==> config.mk <==
export PLATFORM = sky130hd
export DESIGN_NAME = updown_button_conditioner
export DESIGN_NICKNAME = d
export VERILOG_FILES = /design/src/rtl/updown_button_conditioner.sv
export SDC_FILE = /design/constraint.sdc
export NUM_CORES = 1
export LEC_CHECK = 0
export ABC_CLOCK_PERIOD_IN_PS = 3900
export CAP_MARGIN = 20
export CORE_ASPECT_RATIO = 1.1
export CORE_UTILIZATION = 45
export CTS_BUF_LIST = sky130_fd_sc_hd__clkbuf_4
export CTS_CLUSTER_SIZE = 14
export DETAILED_ROUTE_END_ITERATION = 10
export GPL_ROUTABILITY_DRIVEN = 0
export PLACE_DENSITY = 0.66
export SKIP_CTS_REPAIR_TIMING = 1
export SLEW_MARGIN = 30
export SYNTH_ARGS = -nofsm -noshare
export SYNTH_HDL_FRONTEND = slang
export SYNTH_SLANG_ARGS = --single-unit
==> constraint.sdc <==
create_clock -name clk -period 3.9 [get_ports clk]
set_input_delay 0.78 -clock clk [delete_from_list [all_inputs] [get_ports clk]]
set_output_delay 0.78 -clock clk [all_outputs]
set_load 0.02 [all_outputs]
==> src/rtl/updown_button_conditioner.sv <==
// ============================================================================
// updown_button_conditioner: sync + debounce two buttons into inc/dec pulses.
// Optional auto-repeat when AUTO_REPEAT_EN is defined.  Rev 1.0
// ============================================================================
`default_nettype none

module updown_button_conditioner #(
  parameter int DEBOUNCE_CYCLES = 16,
  parameter int CNT_W           = 8,
  parameter int REPEAT_DELAY    = 64,
  parameter int REPEAT_PERIOD   = 16
) (
  input  logic clk,
  input  logic reset,
  input  logic btn_up,
  input  logic btn_down,
  output logic increment,
  output logic decrement,
  output logic up_level,
  output logic down_level,
  output logic conflict
);

  localparam logic [CNT_W-1:0] DB_LAST = CNT_W'(DEBOUNCE_CYCLES - 1);

  logic             up_s1, up_s2, dn_s1, dn_s2;
  logic [CNT_W-1:0] up_cnt, dn_cnt;

  // Next-level and rise terms are shared by the debounce and pulse logic.
  logic up_flip, dn_flip, up_next, dn_next, rise_up, rise_dn;
  assign up_flip = (up_s2 != up_level) && (up_cnt == DB_LAST);
  assign dn_flip = (dn_s2 != down_level) && (dn_cnt == DB_LAST);
  assign up_next = up_flip ? up_s2 : up_level;
  assign dn_next = dn_flip ? dn_s2 : down_level;
  assign rise_up = up_flip && up_s2;
  assign rise_dn = dn_flip && dn_s2;

  always_ff @(posedge clk) begin
    if (reset) begin
      up_s1      <= 1'b0;
      up_s2      <= 1'b0;
      dn_s1      <= 1'b0;
      dn_s2      <= 1'b0;
      up_cnt     <= '0;
      dn_cnt     <= '0;
      up_level   <= 1'b0;
      down_level <= 1'b0;
    end else begin
      up_s1    <= btn_up;
      up_s2    <= up_s1;
      dn_s1    <= btn_down;
      dn_s2    <= dn_s1;
      up_level <= up_next;
      down_level <= dn_next;
      if (up_s2 == up_level || up_flip) up_cnt <= '0;
      else                              up_cnt <= up_cnt + 1'b1;
      if (dn_s2 == down_level || dn_flip) dn_cnt <= '0;
      else                                dn_cnt <= dn_cnt + 1'b1;
    end
  end

`ifdef AUTO_REPEAT_EN
  localparam logic [CNT_W-1:0] RD_LAST = CNT_W'(REPEAT_DELAY - 1);
  localparam logic [CNT_W-1:0] RP_LAST = CNT_W'(REPEAT_PERIOD - 1);

  typedef enum logic [1:0] {IDLE = 2'd0, DELAY = 2'd1, REPEAT = 2'd2} rep_state_t;

  rep_state_t       rep_state;
  logic [CNT_W-1:0] rep_cnt;
  logic             held_up;

  logic start_up, start_dn, held_next, other_next, rep_abort, rep_fire;
  assign start_up   = rise_up && !rise_dn && !dn_next;
  assign start_dn   = rise_dn && !rise_up && !up_next;
  assign held_next  = held_up ? up_next : dn_next;
  assign other_next = held_up ? dn_next : up_next;
  assign rep_abort  = !held_next || other_next;
  assign rep_fire   = !rep_abort &&
                      (((rep_state == DELAY)  && (rep_cnt == RD_LAST)) ||
                       ((rep_state == REPEAT) && (rep_cnt == RP_LAST)));

  always_ff @(posedge clk) begin
    if (reset) begin
      rep_state <= IDLE;
      rep_cnt   <= '0;
      held_up   <= 1'b0;
      increment <= 1'b0;
      decrement <= 1'b0;
      conflict  <= 1'b0;
    end else begin
      increment <= (rise_up && !rise_dn) || (rep_fire && held_up);
      decrement <= (rise_dn && !rise_up) || (rep_fire && !held_up);
      conflict  <= rise_up && rise_dn;
      if (start_up || start_dn) begin
        rep_state <= DELAY;
        rep_cnt   <= '0;
        held_up   <= start_up;
      end else if (rep_state != IDLE && rep_abort) begin
        rep_state <= IDLE;
        rep_cnt   <= '0;
      end else begin
        case (rep_state)
          DELAY: begin
            if (rep_cnt == RD_LAST) begin
              rep_state <= REPEAT;
              rep_cnt   <= '0;
            end else begin
              rep_cnt <= rep_cnt + 1'b1;
            end
          end
          REPEAT: begin
            if (rep_cnt == RP_LAST) rep_cnt <= '0;
            else                    rep_cnt <= rep_cnt + 1'b1;
          end
          default: rep_cnt <= '0;
        endcase
      end
    end
  end
`else
  wire unused_repeat_cfg = (REPEAT_DELAY != REPEAT_PERIOD);

  always_ff @(posedge clk) begin
    if (reset) begin
      increment <= 1'b0;
      decrement <= 1'b0;
      conflict  <= 1'b0;
    end else begin
      increment <= rise_up && !rise_dn;
      decrement <= rise_dn && !rise_up;
      conflict  <= rise_up && rise_dn;
    end
  end
`endif

endmodule

`default_nettype wire

==> results_dict.tcl <==
set metrics [dict create \
    type_of_destination_of_the_critical_path "output pin" \
    route.antenna.remaining_nets 0 \
    cellPowerDensity_mw_per_mm2 336 \
    synth-seq-cells 25 \
    setup_viol 0 \
    nNetsFinal 120 \
    detail_route.wirelength_microns 1590 \
    inserted_clock_buffers 3 \
    initialDrtViolationCount 4 \
    synth_flop_cell "dfxtp_1" \
    placement.io_buffers 8 \
    fp.dieW_microns 46.9 \
    post_synth_instance_area_sq_um 998 \
    detail_route.wl_per_cell_microns 11.3 \
    dieArea_sq_mm 0.00241 \
    worstPathBufferInverterCount 1 \
    max_freq_mhz 471 \
    critical_path_peak_fanout 4 \
    ctsRootBufferMaster "clkbuf_4" \
    worstPathRequired_ps 3120 \
    synthesis.area_per_instance_sq_um 9.79 \
    synthArstFlopShare 0 \
    post_synth_main_area_contributors "dfxtp_1 (50%), xor2_1 (5.3%), o211ai_4 (4.3%), a21oi_1 (4.0%), nand3_1 (4.0%)" \
    dpl.hpwl_microns 1260 \
    worst-endpoint-arrival_ps 1350 \
    die-height_microns 51.4 \
    max_cap_violations 0 \
    synth.cells.most_frequent "dfxtp_1 (25), a21oi_1 (8), nand3_1 (8), nor2_1 (8), o21ai_0 (8)" \
    synthesis.instances 102 \
    via_count 737 \
    synth_seq_area_share 0.501 \
    slew_headroom 0.752 \
    fin_skew_ps 3.69 \
    critPathSlowestCell "clkdlybuf4s50_1" \
    worst_slew_pin_slew_ps 369 \
    slew_viol_final 0 \
    synth.net_count 108 \
    footprint_of_the_multi_input_gates_sq_um 472 \
    cts_sinks 25 \
    detail_route.first_pass.iterations 2 \
    drive_gt1_frac 0.0708 \
    cp_cell_sequence "clkdlybuf4s50_1" \
    area_leader_netlist "dfxtp_1" \
    number_of_global_route_vias_before_repair 673 \
    worst-setup-path-type "reg2out" \
    worst_setup_path_start_kind "flop" \
    period_share 0.545 \
    leakagePower_nw 0.399 \
    grt_remaining_overflow 0 \
    synthesis.yosys.warnings 0 \
    drt_drc_violations_left 0 \
    total_power_of_the_final_layout_mw 0.380 \
    synthToLayoutAreaGrowth_pct 13.2 \
    insertedDiodeCount 0 \
    cts.clk_slew.worst_paths_ps 130 \
    num_io_pins 9 \
    synth.lib_cells_used.distinct 21 \
    outcome "complete, no violations" \
    core_area_sq_mm 0.00204 \
    antenna_found_initial 0 \
    synth_enable_flop_cells 0 \
    holdCritPathClass "reg2reg" \
    vdd.ir_drop.worst_v 0.000263 \
    synthDominantCellAreaShare 0.501 \
    timing.critical_path.slowest_cell_delay_ps 630 \
    groute.usage.overall 0.161 \
    tritoncts "built" \
    cts_buffer_depth 2 \
    grt_first_pass_wirelength_microns 2750 \
    maximum_number_of_pins_on_one_net_before_global_route_repair 15 \
    fillCellCount 207 \
    final-hold-violation-count 0 \
    worstSkewPairLatency_ps 310 \
    final_period_minus_worst_setup_slack_ps 2130 \
    h-tree-depth 1 \
    final_tns_setup_ps 0 \
    critical_path.top_delay_family "buffers and inverters" \
    avgViaCountPerCell 5.23 \
    grt_setup_unrepaired "false" \
    cell_with_the_most_instances_after_synthesis "dfxtp_1" \
    sequential_cell_area_sq_um 500 \
    reg.largest.list "dn_cnt x8, up_cnt x8" \
    row_count 17 \
    start_util 0.489 \
]
==> report_power, final <==
group / switching [mW] / internal, mW
clock network: 0.0719 / 0.0383
registers: 0.00141 / 0.258
logic: 0.00516 / 0.00514
==> metrics by stage <==
step                setup WS [ps]   util  std cells  area [sq um]  hold WS, ps
global route                 1700  0.553        141          1130          473
finish                       1770  0.553        141          1130          454
CTS                          1750  0.553        141          1130          458
detailed placement           1880  0.540        137          1100          428
floorplan                    2560      -        102           998          414
global placement             1910  0.540        137          1100          420
==> metal layers <==
layer  wire, microns  up-vias  global-route usage
li1                -      388                   -
met1             731      344               0.174
met2             822        3               0.275
met3              21        2              0.0424
met4              12        0              0.0857
met5               0        -                   0
==> worst paths after layout <==
kind	endpoint	depth (start not counted)	slack [ps]	start
setup / recovery	up_level	1	1770	up_level
hold / removal	up_s2	1	450	up_s1
setup reg to reg	dn_cnt[7]	3	2490	dn_cnt[4]
hold reg to reg	up_s2	1	450	up_s1
==> cell usage in the layout, fill, tap and decap left out, types with 4 or more instances in the layout <==
master            n
and3_1            4
or3_1             6
inv_1             4
nor2_1            8
o21ai_0           8
a21oi_1           8
xor2_1            6
dfxtp_1          25
nand3_1           8
clkdlybuf4s50_1   8
nor2b_1           4
==> final cells by class <==
| type | instances | share of cell area |
|---|---|---|
| clock buffers | 3 | 0.0199 |
| clock inverters | 1 | 0.00443 |
| inverters | 4 | 0.0133 |
| multi-input cells | 72 | 0.417 |
| flip-flops and latches | 25 | 0.443 |
| well taps | 28 | 0.0310 |
| repair buffers | 8 | 0.0709 |
==> kinds of logic after synthesis <==
| family | after synthesis | synth area share |
|---|---|---|
| compound gates | 18 | 0.123 |
| xor+xnor | 8 | 0.0702 |
| buf+inv | 5 | 0.0263 |
| flops | 25 | 0.501 |
| simple gates | 44 | 0.254 |
| fa+ha+maj | 2 | 0.0251 |
No activity file was read; power rests on OpenSTA's default activity.
